==> config.mk <==
export PLATFORM = sky130hd
export DESIGN_NAME = hazard_scoreboard
export DESIGN_NICKNAME = d
export VERILOG_FILES = /design/src/rtl/hazard_scoreboard.sv
export SDC_FILE = /design/constraint.sdc
export NUM_CORES = 1
export LEC_CHECK = 0
export CORE_AREA = 10 10 80 62
export DETAILED_ROUTE_END_ITERATION = 8
export DIE_AREA = 0 0 90 72
export GPL_TIMING_DRIVEN = 0
export PLACE_DENSITY_LB_ADDON = 0.1
export SETUP_SLACK_MARGIN = 0.4
export SYNTH_ARGS = -nofsm -noshare
export SYNTH_HDL_FRONTEND = slang
export SYNTH_SLANG_ARGS = --single-unit
==> constraint.sdc <==
create_clock -name clk -period 2.3 [get_ports clk]
set_input_delay 0.46 -clock clk [delete_from_list [all_inputs] [get_ports clk]]
set_output_delay 0.46 -clock clk [all_outputs]
set_load 0.02 [all_outputs]
==> src/rtl/hazard_scoreboard.sv <==
// ---------------------------------------------------------------------------
// hazard_scoreboard
//
// Purpose:
//   Detects read-after-write hazards between the instruction in ID and the
//   producer currently in EX, for a pipeline whose only forwarding path is
//   MEM/WB -> EX. A producer in EX cannot be forwarded to the very next
//   instruction, so the consumer is held in ID for one cycle while a bubble
//   is injected into ID/EX. Producers already in MEM are covered by the
//   forwarding unit and producers in WB are covered by the write-on-falling-
//   edge register file, so neither causes a stall.
//
//   Shadow entries EX, MEM and WB mirror {v, rd, wr, ld} of the in-flight
//   instructions. The ld flag is carried for observability only: loads and
//   ALU producers stall identically here.
//
// Ports:
//   clk                 sole clock, rising edge
//   rst                 asynchronous active-low reset
//   IF_ID_RegisterRs1   rs1 of the instruction in ID
//   IF_ID_RegisterRs2   rs2 of the instruction in ID
//   IF_ID_RegisterRd    rd of the instruction in ID
//   ID_valid            ID holds a real instruction
//   ID_regWrite         ID instruction writes rd
//   ID_memRead          ID instruction is a load
//   ID_usesRs2          ID instruction reads rs2
//   flush               taken branch/jump this cycle; kills the ID instruction
//   hold                external freeze; whole pipeline frozen
//   PC_write            PC may update
//   IF_ID_write         IF/ID register may load
//   ID_EX_bubble        ID/EX loads a NOP
//   stall_count         saturating count of hazard-stall cycles
// ---------------------------------------------------------------------------
module hazard_scoreboard (
  input  logic        clk,
  input  logic        rst,
  input  logic [4:0]  IF_ID_RegisterRs1,
  input  logic [4:0]  IF_ID_RegisterRs2,
  input  logic [4:0]  IF_ID_RegisterRd,
  input  logic        ID_valid,
  input  logic        ID_regWrite,
  input  logic        ID_memRead,
  input  logic        ID_usesRs2,
  input  logic        flush,
  input  logic        hold,
  output logic        PC_write,
  output logic        IF_ID_write,
  output logic        ID_EX_bubble,
  output logic [15:0] stall_count
);

  typedef struct packed {
    logic       v;
    logic [4:0] rd;
    logic       wr;
    logic       ld;
  } entry_t;

  localparam entry_t ENTRY_EMPTY = '{v: 1'b0, rd: 5'd0, wr: 1'b0, ld: 1'b0};

  // Shadow pipeline: index 0 = EX, 1 = MEM, 2 = WB.
  localparam int unsigned EX_IDX  = 0;
  localparam int unsigned MEM_IDX = 1;
  localparam int unsigned WB_IDX  = 2;

  localparam logic [15:0] COUNT_MAX = 16'hFFFF;

  entry_t      shadow_r [0:2];
  entry_t      ex_next_s;
  logic [15:0] stall_count_r;

  logic        match_rs1_s;
  logic        match_rs2_s;
  logic        hazard_s;
  logic        stall_s;
  logic        issue_s;

  // A producer in EX blocks source s only if it really writes a non-x0 rd.
  function automatic logic ex_match(input entry_t e, input logic [4:0] s);
    return e.v & e.wr & (e.rd != 5'd0) & (e.rd == s);
  endfunction

  // Hazard detection, stall/issue decisions and pipeline control outputs.
  always_comb begin
    match_rs1_s  = 1'b0;
    match_rs2_s  = 1'b0;
    hazard_s     = 1'b0;
    stall_s      = 1'b0;
    issue_s      = 1'b0;
    PC_write     = 1'b1;
    IF_ID_write  = 1'b1;
    ID_EX_bubble = 1'b0;

    match_rs1_s = ex_match(shadow_r[EX_IDX], IF_ID_RegisterRs1);
    match_rs2_s = ex_match(shadow_r[EX_IDX], IF_ID_RegisterRs2);
    hazard_s    = ID_valid & (match_rs1_s | (ID_usesRs2 & match_rs2_s));

    // flush wins over the hazard: the consumer is being killed anyway.
    stall_s = hazard_s & ~flush & ~hold;
    issue_s = ID_valid & ~stall_s & ~flush & ~hold;

    PC_write     = ~stall_s & ~hold;
    IF_ID_write  = ~stall_s & ~hold;
    ID_EX_bubble = (stall_s | flush) & ~hold;
  end

  // Destination info entering EX on the next edge: the issued instruction or a NOP.
  always_comb begin
    ex_next_s = ENTRY_EMPTY;
    if (issue_s) begin
      ex_next_s.v  = 1'b1;
      ex_next_s.rd = IF_ID_RegisterRd;
      ex_next_s.wr = ID_regWrite;
      ex_next_s.ld = ID_memRead;
    end else begin
      ex_next_s = ENTRY_EMPTY;
    end
  end

  // Shadow entry shift register; frozen while hold is asserted.
  always_ff @(posedge clk or negedge rst) begin
    if (!rst) begin
      shadow_r[EX_IDX]  <= ENTRY_EMPTY;
      shadow_r[MEM_IDX] <= ENTRY_EMPTY;
      shadow_r[WB_IDX]  <= ENTRY_EMPTY;
    end else if (!hold) begin
      shadow_r[WB_IDX]  <= shadow_r[MEM_IDX];
      shadow_r[MEM_IDX] <= shadow_r[EX_IDX];
      shadow_r[EX_IDX]  <= ex_next_s;
    end else begin
      shadow_r[EX_IDX]  <= shadow_r[EX_IDX];
      shadow_r[MEM_IDX] <= shadow_r[MEM_IDX];
      shadow_r[WB_IDX]  <= shadow_r[WB_IDX];
    end
  end

  // Saturating stall-cycle counter; stall already implies hold is low.
  always_ff @(posedge clk or negedge rst) begin
    if (!rst) begin
      stall_count_r <= 16'd0;
    end else if (stall_s && (stall_count_r != COUNT_MAX)) begin
      stall_count_r <= stall_count_r + 16'd1;
    end else begin
      stall_count_r <= stall_count_r;
    end
  end

  assign stall_count = stall_count_r;

endmodule

# After elaboration in Yosys (flattened, before gate mapping)
# Index checks and enable logic that the tools add are counted.
[op_classes]
n_reduce_logical = 2
n_mux = 1
div = 0
n_eq_ne = 3
n_lt_le_gt_ge = 0
mul = 0
add_sub_neg = 1
bitwise_logic = 18
n_shift = 0
[ops]
columns = ["op", "count"]
rows = [
  ["adder 16 x 1 -> 16 bit (second input constant)", 1],
  ["inequality test 16 bit (second input constant)", 1],
  ["bitwise AND 1 bit", 13],
  ["== test 5 bit", 2],
  ["2-to-1 mux 8 bit", 1],
  ["nonzero test 5 bit", 1],
  ["NOT 1 bit", 3],
  ["bitwise OR 1 bit", 2],
  ["logical AND 1 bit", 1],
]
[word_totals]
output_inout_bits = 19
mem_bits_rw = 0
mem_bits_ro = 0
elab_cells = 29
memories = 0
inputBits = 23
regBits = 23
latch_bits = 0

# Depth between registers and ports, before layout
# Gate-level depths: netlist of run 1.
[logic_depth]
ltp_word = 13
depth_mapped = 7
ltp_nobuf = 5

# Least setup slack after synthesis of run 1
# OpenSTA, ideal clock, no wires.
[synth_timing]
kind = "input-to-output"
from = "input port IF_ID_RegisterRs2[1]"
to = "output port PC_write"
path_buffers = 2
arrival_ps = 1866
stages = 7
path_slack_ps = -26
required_time_ps = 1840
cell_sequence = "xor2_1 nor4_2 a32oi_2 buf_2 nor2_1 nor2_1 buf_4"
[synth_between]
elab_chain_len = 9
[synth_rtl]
columns = ["element", "line", "text"]
rows = [
  ["from (decl)", "38", "input logic [4:0] IF_ID_RegisterRs2,"],
  ["== test 5 bit", "80", "return e.v & e.wr & (e.rd != 5'd0) & (e.rd == s);"],
  ["bitwise AND 1 bit", "80", ""],
  ["bitwise AND 1 bit", "96", "hazard_s = ID_valid & (match_rs1_s | (ID_usesRs2 & match_rs2_s));"],
  ["bitwise OR 1 bit", "96", ""],
  ["bitwise AND 1 bit", "96", ""],
  ["bitwise AND 1 bit (2 in a row)", "99", "stall_s = hazard_s & ~flush & ~hold;"],
  ["NOT 1 bit", "n/a", ""],
  ["bitwise AND 1 bit", "n/a", ""],
  ["to (decl)", "46", "output logic PC_write,"],
]
# Every way passes these cells.

# Worst setup path after layout of run 1
[layout_timing]
from = "register shadow_r[22] in the netlist's numbering"
to = "output port ID_EX_bubble"
[layout_between]
elab_chain_len = 10
word_cells_on_any_way = 13
classes_between = "eq/ne (2); bitwise (10); reduce/logical (1)"
[layout_rtl]
columns = ["element", "line", "text"]
rows = [
  ["from (decl)", "68", "entry_t shadow_r [0:2];"],
  ["from (signal, indexed assignment)", "127", "shadow_r[WB_IDX] <= shadow_r[MEM_IDX];"],
  ["from (signal, indexed assignment)", "128", "shadow_r[MEM_IDX] <= shadow_r[EX_IDX];"],
  ["from (signal, indexed assignment)", "129", "shadow_r[EX_IDX] <= ex_next_s;"],
  ["nonzero test 5 bit", "80", ""],
  ["bitwise AND 1 bit (2 in a row)", "80", ""],
  ["bitwise AND 1 bit", "96", ""],
  ["bitwise OR 1 bit (*)", "96", ""],
  ["bitwise AND 1 bit (*)", "96", ""],
  ["bitwise AND 1 bit (*) (2 in a row)", "99", ""],
  ["bitwise OR 1 bit (*)", "104", "ID_EX_bubble = (stall_s | flush) & ~hold;"],
  ["bitwise AND 1 bit (*)", "104", ""],
  ["to (decl)", "48", "output logic ID_EX_bubble,"],
]
# Mark *: on every way between the ends. The rest lies on a longest branch, timed or not.

==> results.rst, run 1 <==
.. list-table::
   :header-rows: 1

   * - Metric
     - Value
   * - HP Start
     - stall_count[14]$_DFFE_PN0P_
   * - Power after layout
     - 0.816 mW
   * - Fin nets
     - 214
   * - Number of fillers in the final layout
     - 271
   * - Max-slew headroom at the worst pin
     - 28.9%
   * - Period minus WS final
     - 2.41 ns
   * - Violated checks
     - negative setup slack
   * - Total length of routed wires
     - 3960 µm
   * - Area inside the core boundary
     - 3400 µm²
   * - Master cell of the clock root buffer
     - clkbuf_8
   * - Count of pins over their slew limit
     - 0
   * - Netlist area before placement
     - 1320 µm²
   * - Die height
     - 72 µm
   * - Number of enable-type register cells in the synthesized netlist
     - 0
   * - Fraction of final layout cells sized beyond drive strength 1
     - 30.2%
   * - Vias after detailed routing
     - 1201
   * - Antenna cells
     - 0
   * - Worst min path class
     - flop to flop
   * - Post-DP Area
     - 1800 µm²
   * - Max_cap viols
     - 0
   * - Setup slack of the critical path after layout
     - -0.106 ns
   * - Run status
     - finished with violations
   * - Number of nets in the synthesized netlist
     - 150
   * - Measured slew at the worst slew-check pin
     - 1.06 ns
   * - Overflow after GRT
     - 0
   * - Estimated wirelength of the detail-placed design
     - 2660 µm
   * - Max Root-Sink Buffers
     - 2
   * - Switching pwr
     - 0.199 mW
   * - Worst path required time
     - 1.84 ns
   * - Fmax
     - 416 MHz
   * - Final standard cell utilization of the core
     - 65.5%
   * - Sequence of cells on the critical path
     - or4_4 > o2111a_2 > inv_2 > nor2_4 > o21ba_4 > buf_6
   * - Skew-Pair Late Insertion Delay
     - 0.27 ns
   * - Setup violations, final
     - 8
   * - Type of destination of the critical path
     - primary output
   * - Chip width
     - 90 µm
   * - Critical Setup Path Class
     - flop to primary output
   * - Critical-path cell with the highest stage delay
     - or4_4
   * - Gate count after technology mapping
     - 126
   * - Worst VDD drop
     - 0.000332 V
   * - Area enclosed by the die boundary
     - 6480 µm²
   * - WL per Instance
     - 16.6 µm
   * - Origin of the worst setup path
     - shadow_r[22]$_DFFE_PN0N_
   * - Worst clock skew
     - 0.00898 ns
   * - Leakage component of the power
     - 1.11 nW
   * - Post-route worst hold slack
     - 0.478 ns
   * - Async S/R FF share, synth
     - 100%
   * - First-pass GRT wire length
     - 6160 µm
   * - Kind of start point of the critical path
     - flop
   * - Via-to-Cell Ratio
     - 5.03
   * - Crit share post-route
     - 105%
   * - Flop pwr share
     - 51.5%
   * - Power density cells
     - 367 nW/µm²
   * - First-pass DRT Iterations
     - 4
   * - Area used by multi-input combinational logic
     - 908 µm²
   * - Primary flip-flop cell chosen by synthesis mapping
     - dfrtp_1
   * - Placer Congestion
     - 0.788
   * - Yosys warning total
     - 0
   * - Synth cell types
     - 31
   * - TritonCTS clock tree
     - done
   * - Initial antenna violation count
     - 0
   * - Number of register bits inferred by synthesis
     - 23
   * - Peak per-stage delay on the critical path
     - 0.54 ns
   * - Buffers added on ports
     - 40
   * - Maximum fanout along the worst path
     - 4
   * - Logic gate share of total power
     - 17.8%
   * - Std-Cell Rows
     - 18
   * - Total placed cells including tap cells
     - 216
   * - Largest net degree at the start of global routing
     - 24
   * - Crit path arrival time
     - 1.95 ns
   * - Number of hold-slack violations in the final timing report
     - 0
   * - Switch share
     - 24.4%
   * - Share of synthesized area occupied by flip-flops and latches
     - 43.6%
   * - Area of all sequential standard cells
     - 576 µm²
   * - Synthesis-to-finish area growth
     - 68.8%
   * - Hold buffer count at cts
     - 0
   * - Number of DRC markers after the initial detailed-route iteration
     - 91
   * - Clock power frac
     - 30.8%
   * - Via count of the first global-routing pass
     - 1239
   * - Initial core utilization
     - 38.8%
   * - Clock sink total
     - 23
   * - Maximum level of the CTS H-tree
     - 1
   * - Count of nets left with antenna violations after detail routing
     - 0
   * - Unrepaired setup endpoints after global routing
     - true
   * - Overall global routing resource usage
     - 11.5%
   * - Final design instance area without fill
     - 2230 µm²
   * - IO Pins
     - 42
   * - Mean cell area of the mapped netlist
     - 10.5 µm²
   * - Cell internal pwr
     - 0.617 mW
   * - Reg2reg start
     - shadow_r[22]$_DFFE_PN0N_
   * - Reg clk slew, reported paths
     - 0.08 ns
   * - DRC
     - 0
   * - CTS buffer count
     - 3
   * - Final standard cell count with taps included and fillers excluded
     - 239
-- critical path, delay by kind of cell (launching register included) --
kind | cells | cell delay, ns
AND/OR/NAND/NOR | 2 | 0.59
AO/OA/AOI/OAI | 2 | 0.46
flip-flops | 1 | 0.45
buffers and inverters | 2 | 0.19
-- kinds of logic (layout without fill, tap and decap cells) --
family / after synthesis / after routing / share of synthesized area [%]
AO/OA/AOI/OAI: 14 / 14 / 7.78
multiplexers: 2 / 2 / 1.71
flip-flops: 23 / 23 / 43.6
buffers and inverters: 5 / 68 / 1.80
AND/OR/NAND/NOR: 57 / 57 / 28.2
adder cells (fa/ha/maj): 1 / 1 / 0.949
XOR/XNOR: 24 / 24 / 15.9
-- sequential cells by signal (all words and copies together) (netlist names) --
signal,cells
shadow_r,7
stall_count,16
-- cell usage in the layout (no fill, tap or decap), types with 2 or more instances in the layout --
cell and count:
nor4_4 4, nand2_1 12, nand4b_1 3, buf_6 11
buf_12 2, nor2_4 2, dlygate4sd2_1 7, mux2_4 2
xor2_1 18, nor3_2 2, nand3_1 5, and4_1 5
buf_4 10, o21ai_0 8, xnor2_1 4, nor3_4 2
and3_1 2, clkdlybuf4s50_1 29, clkbuf_8 3, nor4b_4 3
nand2b_1 8, dfrtp_1 23
-- power groups by stage --
stage          sequential [mW]  clock, mW  combinational [mW]
2_1_floorplan            0.426          0              0.0474
3_3_place_gp             0.428          0               0.107
3_5_place_dp             0.428          0               0.108
4_1_cts                  0.419      0.259               0.126
5_1_grt                  0.421      0.283               0.156
6_report                 0.420      0.251               0.145
-- what timing repair did --
| item | 4_1_cts | 5_1_grt |
|---|---|---|
| endpoints found under the setup margin | 26 | 27 |
| resized for setup | 47 | 20 |
| pin swaps | 13 | 17 |
| setup buffers | 10 | 9 |
-- routing by layer --
| metal | vias up | track usage (%) | share of wire (%) |
|---|---|---|---|
| li1 | 575 | - | - |
| met1 | 590 | 14.0 | 45 |
| met2 | 32 | 19.6 | 49 |
| met3 | 4 | 3.60 | 4.9 |
| met4 | 0 | 2.29 | 0.86 |
| met5 | - | 0 | 0 |
-- per-stage QoR --
step	setup TNS (ns)	setup WS, ns
6_report	-0.297	-0.106
5_1_grt	-1.39	-0.166
4_1_cts	-0.200	-0.101
3_5_place_dp	-5.33	-0.933
3_3_place_gp	-5.73	-0.938
2_1_floorplan	0	0.191
-- final timing paths --
kind	to	slack [ns]	depth (start not counted)
max	ID_EX_bubble	-0.11	6
max in group asynchronous	shadow_r[20]$_DFFE_PN0N_	0.89	1
max reg2reg	shadow_r[22]$_DFFE_PN0N_	-0.02	8
min in group asynchronous	stall_count[6]$_DFFE_PN0P_	0.77	1
min reg2reg	stall_count[14]$_DFFE_PN0P_	0.48	1
min	stall_count[14]$_DFFE_PN0P_	0.48	1
-- cell type report --
class	instances	share of cell area (%)
Multi-Input combinational cell	98	40.8
Timing Repair Buffer	59	26.8
Sequential cell	23	25.9
Tap cell	50	2.81
Clock buffer	4	2.02
Buffer	4	1.57
Inverter	1	0.169
-- synthesized netlist by cell type, types with 3 or more instances --
library cell  count  area (µm²)
and4_1            5        43.8
dfrtp_1          23         576
nand2_1          13        48.8
nand2b_1          8        50.1
nand3_1           5        25.0
nand4b_1          3        26.3
nor2_1            3        11.3
nor3_1            4        20.0
nor4_2            5        62.6
nor4b_1           3        26.3
o21ai_0           8        40.0
xnor2_1           5        43.8
xor2_1           19         166
Power figures use the tool's default switching activity.
==> run 2: changes to the inputs <==
Settings changed: CORE_AREA 10 10 80 62 to 10 10 78 60, DIE_AREA 0 0 90 72 to 0 0 88 70.
==> results.rst, run 2 (synthesis results as in run 1) <==
.. list-table::
   :header-rows: 1

   * - Metric
     - Value
   * - Run status
     - finished with violations
   * - Violated checks
     - negative setup slack
   * - Critical-path cell with the highest stage delay
     - or4_4
   * - Sequence of cells on the critical path
     - or4_4 > o2111a_2 > inv_2 > nor2_4 > o21ba_4 > buf_6
   * - Hold buffer count at cts
     - 0 (unchanged)
   * - WL per Instance
     - 18.2 µm (+9.9%)
   * - Measured slew at the worst slew-check pin
     - 1.07 ns (+0.00442 ns)
   * - Crit share post-route
     - 106% (+1.1 points)
   * - Via count of the first global-routing pass
     - 1330 (+7.3%)
   * - Overflow after GRT
     - 0 (unchanged)
   * - Most frequent standard cell in the layout excluding fill and tap cells
     - clkdlybuf4s50_1
   * - Register-to-register path setup slack
     - 0.01 ns (+0.03 ns)
   * - First-pass GRT wire length
     - 7010 µm (+14%)
   * - CTS buffer count
     - 3 (unchanged)
   * - Initial antenna violation count
     - 0 (unchanged)
   * - Reg clk slew, reported paths
     - 0.09 ns (about the same)
   * - Power after layout
     - 0.836 mW (+2.5%)
   * - Total buffers and inverters traversed by the critical path
     - 2 (unchanged)
   * - Die height
     - 70 µm (-2.8%)
   * - Final sum of negative setup slack
     - -0.309 ns (-0.0121 ns)
   * - Crit path arrival time
     - 1.97 ns (+0.02 ns)
   * - Number of DRC markers after the initial detailed-route iteration
     - 52 (-43%)
   * - First-pass DRT Iterations
     - 4 (unchanged)
   * - Maximum level of the CTS H-tree
     - 1 (unchanged)
   * - Fraction of final layout cells sized beyond drive strength 1
     - 32.6% (+2.5 points)
   * - Switching pwr
     - 0.218 mW (+9.5%)
   * - Worst VDD drop
     - 0.000239 V (-28%)
   * - Top library cells by usage in the layout, fill and taps aside
     - clkdlybuf4s50_1 (29), dfrtp_1 (22), xor2_1 (19)
   * - Number of hold-slack violations in the final timing report
     - 0 (unchanged)
   * - Power density cells
     - 369 nW/µm² (+0.70%)
   * - DRC
     - 0 (unchanged)
   * - Kind of start point of the critical path
     - flop
   * - Switch share
     - 26.1% (+1.7 points)
   * - Type of destination of the critical path
     - primary output
   * - Worst clock skew
     - 0.00356 ns (-0.00542 ns)
   * - Area inside the core boundary
     - 3310 µm² (-2.6%)
   * - Max_cap viols
     - 0 (unchanged)
   * - TritonCTS clock tree
     - done
   * - Setup slack of the critical path after layout
     - -0.132 ns (-0.0264 ns)
   * - Master cell of the clock root buffer
     - clkbuf_8
   * - Delay-heaviest family, CP
     - simple AND/OR/NAND/NOR gates
   * - Max Root-Sink Buffers
     - 2 (unchanged)
   * - Clock sink total
     - 23 (unchanged)
   * - Max-slew headroom at the worst pin
     - 28.6% (-0.30 points)
   * - Largest net degree at the start of global routing
     - 24 (unchanged)
   * - Logic gate share of total power
     - 18.0% (+0.2 points)
   * - Critical Setup Path Class
     - flop to primary output
   * - Cell internal pwr
     - 0.618 mW (+0.18%)
   * - Clock power frac
     - 31.7% (+0.9 points)
   * - Synthesis-to-finish area growth
     - 71.7%
   * - Worst path required time
     - 1.84 ns (about the same)
   * - Count of pins over their slew limit
     - 0 (unchanged)
   * - Vias after detailed routing
     - 1215 (+1.2%)
   * - Estimated wirelength of the detail-placed design
     - 2720 µm (+2.4%)
   * - Overall global routing resource usage
     - 14.0% (+2.5 points)
   * - Fmax
     - 411 MHz (-1.1%)
   * - Std-Cell Rows
     - 18 (unchanged)
   * - IO Pins
     - 42 (unchanged)
   * - Placer Congestion
     - 0.783 (-0.63%)
   * - Maximum fanout along the worst path
     - 3 (-1)
   * - Worst min path class
     - flop to flop
   * - Total length of routed wires
     - 4190 µm (+5.8%)
   * - Peak per-stage delay on the critical path
     - 0.54 ns (about the same)
   * - Area enclosed by the die boundary
     - 6160 µm² (-4.9%)
   * - Max FFs per register
     - 16 (unchanged)
   * - Leakage component of the power
     - 1.15 nW (+3.6%)
   * - Buffers added on ports
     - 40 (unchanged)
   * - Initial core utilization
     - 39.8% (+1.1 points)
   * - Chip width
     - 88 µm (-2.2%)
   * - Antenna cells
     - 0 (unchanged)
   * - Setup violations, final
     - 3 (-5)
   * - Unrepaired setup endpoints after global routing
     - true
   * - Period minus WS final
     - 2.43 ns (+0.0264 ns)
   * - Fin nets
     - 215 (+0.47%)
   * - Flop pwr share
     - 50.3% (-1.2 points)
   * - Via-to-Cell Ratio
     - 5.28 (+5.1%)
   * - Count of nets left with antenna violations after detail routing
     - 0 (unchanged)
   * - Skew-Pair Late Insertion Delay
     - 0.27 ns (about the same)
==> run 2: cell types whose count changed in the layout (fill, tap and decap cells not counted), sizes merged <==
| cell | delta |
|---|---|
| dlygate4sd2 | -3 |
| clkdlybuf4s15 | +2 |
| clkinv | +1 |
| dlymetal6s2s | +1 |
==> run 2: layout make-up <==
type	instances	area [µm²]
plain buffers	4	35.0
clock buffers	3	41.3
clock inverters	1	5.00
fillers	239	1050
inverters	1	3.75
multi-input cells	98	921
flip-flops and latches	23	577
well taps	40	50.0
repair buffers	60	632
==> run 2: worst register-to-register path, stage by stage, from the launching register on <==
cell and delay (ns):
dfrtp_1 0.42, xor2_1 0.16, nor4_2 0.32, a32oi_2 0.19, buf_4 0.17, buf_6 0.12
buf_6 0.11, or4b_4 0.54, xnor2_2 0.15
==> run 2: what timing repair did <==
item / CTS / global route
pin swaps: 19 / 16
cloned: 0 / 1
setup buffers: 15 / 4
endpoints found under the hold margin: 0 / 0
endpoints found under the setup margin: 26 / 28
gates resized for setup: 61 / 14
==> run 2: metrics by stage <==
stage               util [%]  instance area, µm²  hold slack, ns  instances  setup slack (ns)
finish                  68.4                2260           0.483        230            -0.132
global placement        54.0                1790           0.471        206            -0.919
detailed placement      54.0                1790           0.475        206            -0.914
CTS                     65.2                2160           0.487        225           -0.0936
global route            68.4                2260           0.504        230            -0.200
floorplan                  -                1340           0.164        126             0.191
==> run 2: power groups by stage <==
stage	Sequential, mW	Combinational, mW	Clock, mW
floorplan	0.426	0.0474	0
global placement	0.428	0.106	0
detailed placement	0.428	0.109	0
CTS	0.419	0.132	0.261
global route	0.422	0.163	0.284
finish	0.420	0.151	0.265
==> run 2: final timing paths <==
check,endpoint,depth (start not counted),start
min in group asynchronous,shadow_r[18]$_DFFE_PN0N_,1,rst
worst max-delay path,ID_EX_bubble,6,shadow_r[20]$_DFFE_PN0N_
max in group asynchronous,shadow_r[21]$_DFFE_PN0N_,1,rst
worst min-delay path,stall_count[10]$_DFFE_PN0P_,1,stall_count[10]$_DFFE_PN0P_
worst max register to register,stall_count[4]$_DFFE_PN0P_,8,shadow_r[22]$_DFFE_PN0N_
worst min register to register,stall_count[10]$_DFFE_PN0P_,1,stall_count[10]$_DFFE_PN0P_
==> run 2: routing by layer <==
layer  vias up  GRT usage (%)  wire (µm)  part of all wire, %
met1       594           17.3       1770                   42
met3         4           4.87        293                  7.0
li1        580              -          -                    -
met5         -              0          0                    0
met4         0           2.83         54                  1.3
met2        37           22.7       2060                   49
==> run 3: changes to the inputs <==
==> constraint.sdc (replaced) <==
create_clock -name clk -period 2.8 [get_ports clk]
set_input_delay 0.56 -clock clk [delete_from_list [all_inputs] [get_ports clk]]
set_output_delay 0.56 -clock clk [all_outputs]
set_load 0.005 [all_outputs]
==> results.rst, run 3 (synthesis results as in run 1) <==
.. list-table::
   :header-rows: 1

   * - Metric
     - Value
   * - Initial antenna violation count
     - 0 (unchanged)
   * - Max-slew headroom at the worst pin
     - 30.8% (+2.2 points)
   * - Chip width
     - 88 µm (unchanged)
   * - Skew-Pair Late Insertion Delay
     - 0.26 ns (about the same)
   * - Total length of routed wires
     - 3340 µm (-20%)
   * - CTS buffer count
     - 3 (unchanged)
   * - Max_cap viols
     - 0 (unchanged)
   * - Die height
     - 70 µm (unchanged)
   * - Top library cells by usage in the layout, fill and taps aside
     - clkdlybuf4s50_1 (29), dfrtp_1 (23), xor2_1 (17)
   * - Global-route met1 utilization
     - 14.5% (-2.8 points)
   * - Grt peak-use layer
     - met2
   * - Maximum fanout along the worst path
     - 2 (-1)
   * - Buffers added on ports
     - 40 (unchanged)
   * - Placer Congestion
     - 0.816 (+4.3%)
   * - First-pass GRT wire length
     - 5500 µm (-22%)
   * - Kind of start point of the critical path
     - input port
   * - Via-to-Cell Ratio
     - 5.18 (-1.9%)
   * - Overall global routing resource usage
     - 10.8% (-3.2 points)
   * - Post-Place Setup Slack
     - -0.683 ns (+0.231 ns)
   * - Area of all sequential standard cells
     - 576 µm² (-0.22%)
   * - Area enclosed by the die boundary
     - 6160 µm² (unchanged)
   * - Run status
     - complete, no violations
   * - Met2 layer usage reported by global route
     - 16.8% (-6.0 points)
   * - Critical Setup Path Class
     - input port to primary output
   * - Std-Cell Rows
     - 18 (unchanged)
   * - Worst min path class
     - flop to flop
   * - IO Pins
     - 42 (unchanged)
   * - Setup violations, final
     - 0 (-3)
   * - Period minus WS final
     - 2.49 ns
   * - Most frequent standard cell in the layout excluding fill and tap cells
     - clkdlybuf4s50_1
   * - Fin nets
     - 202 (-6.0%)
   * - DRC
     - 0 (unchanged)
   * - Number of DRC markers after the initial detailed-route iteration
     - 138 (+170%)
   * - Vias after detailed routing
     - 1124 (-7.5%)
   * - Fmax
     - 402 MHz
   * - Estimated wirelength of the detail-placed design
     - 2550 µm (-6.3%)
   * - Power density cells
     - 337 nW/µm² (-8.8%)
   * - Setup slack of the critical path after layout
     - 0.313 ns (+0.446 ns)
   * - Worst clock skew
     - 0.00602 ns (+0.00246 ns)
   * - Maximum level of the CTS H-tree
     - 1 (unchanged)
   * - Leakage component of the power
     - 0.841 nW (-27%)
   * - Number of fillers in the final layout
     - 286 (+20%)
   * - Count of pins over their slew limit
     - 0 (unchanged)
   * - Global routing usage on met3
     - 3.48% (-1.4 points)
   * - TritonCTS clock tree
     - done
   * - Antenna cells
     - 0 (unchanged)
   * - WL per Instance
     - 15.4 µm (-15%)
   * - Largest net degree at the start of global routing
     - 24 (unchanged)
   * - Final standard cell count with taps included and fillers excluded
     - 217 (-5.7%)
   * - Max FFs per register
     - 16 (unchanged)
   * - Max Root-Sink Buffers
     - 2 (unchanged)
   * - Reg clk slew, reported paths
     - 0.07 ns (-0.02 ns)
   * - Count of nets left with antenna violations after detail routing
     - 0 (unchanged)
   * - Overflow after GRT
     - 0 (unchanged)
   * - Measured slew at the worst slew-check pin
     - 1.04 ns (-0.0331 ns)
   * - Fraction of final layout cells sized beyond drive strength 1
     - 20.3% (-12 points)
   * - Number of hold-slack violations in the final timing report
     - 0 (unchanged)
   * - Type of destination of the critical path
     - primary output
   * - Master cell of the clock root buffer
     - clkbuf_8
   * - Synthesis-to-finish area growth
     - 44.8%
   * - Initial core utilization
     - 39.8% (unchanged)
   * - First-pass DRT Iterations
     - 4 (unchanged)
   * - Worst path required time
     - 2.24 ns (+0.40 ns)
   * - Clock sink total
     - 23 (unchanged)
   * - Unrepaired setup endpoints after global routing
     - true
   * - Area inside the core boundary
     - 3310 µm² (unchanged)
   * - Crit share post-route
     - 88.8%
   * - Worst VDD drop
     - 0.000207 V (-13%)
   * - Area used by multi-input combinational logic
     - 762 µm² (-17%)
   * - Via count of the first global-routing pass
     - 1119 (-16%)
   * - Crit path arrival time
     - 1.93 ns (-0.04 ns)
   * - Total placed cells including tap cells
     - 206 (unchanged)
==> run 3: area by class of cell <==
cell class              instances  area share (%)
well taps                      40            2.62
plain buffers                   4            1.51
repair buffers                 47            23.3
clock buffers                   4            2.36
multi-input cells              98            39.9
flip-flops and latches         23            30.1
inverters                       1           0.197
==> run 3: path summary, 6_finish.rpt <==
| kind | cells past startpoint | to | slack, ns | startpoint |
|---|---|---|---|---|
| max | 9 | PC_write | 0.31 | IF_ID_RegisterRs2[4] |
| min | 1 | stall_count[5]$_DFFE_PN0P_ | 0.49 | stall_count[5]$_DFFE_PN0P_ |
| max reg2reg | 7 | stall_count[4]$_DFFE_PN0P_ | 0.68 | shadow_r[19]$_DFFE_PN0N_ |
| min reg2reg | 1 | stall_count[5]$_DFFE_PN0P_ | 0.49 | stall_count[5]$_DFFE_PN0P_ |
| max in group asynchronous | 1 | stall_count[0]$_DFFE_PN0P_ | 1.31 | rst |
| min in group asynchronous | 1 | stall_count[8]$_DFFE_PN0P_ | 0.86 | rst |
==> run 3: routing by layer <==
| layer | up-vias | part of all wire [%] |
|---|---|---|
| li1 | 548 | - |
| met1 | 546 | 45 |
| met2 | 28 | 48 |
| met3 | 2 | 6.9 |
| met4 | 0 | 0.57 |
| met5 | - | 0 |
==> run 3: repair_timing <==
action | in CTS | in global routing
endpoints found under the setup margin | 8 | 10
gates resized for setup | 36 | 3
pin swaps | 11 | 3
buffers inserted | 7 | 0
hold buffers | 0 | 0
==> run 3: per-stage QoR <==
stage / hold slack, ns / cell area (µm²) / utilization, % / power [mW] / TNS, ns
after detailed placement: 0.473 / 1770 / 53.4 / 0.435 / -1.83
after global placement: 0.475 / 1770 / 53.4 / 0.434 / -1.84
after CTS: 0.488 / 1890 / 57.2 / 0.649 / 0
after global routing: 0.495 / 1910 / 57.7 / 0.674 / 0
final: 0.486 / 1910 / 57.7 / 0.643 / 0
after floorplan: 0.264 / 1320 / - / 0.384 / 0
==> run 3: worst max-delay path, stage by stage <==
cell           delay (ns)
dlygate4sd2_1        0.24
xor2_1               0.16
nor4_4               0.29
a32oi_2              0.15
buf_6                0.14
nor2_4               0.09
nor2_2               0.05
buf_4                0.13
buf_6                0.10
==> run 3: power breakdown <==
part / switching, mW / leakage [nW] / total, mW / internal [mW]
Combinational: 0.0434 / 0.501 / 0.0977 / 0.0542
Sequential: 0.00569 / 0.318 / 0.344 / 0.338
Clock: 0.100 / 0.0228 / 0.202 / 0.101
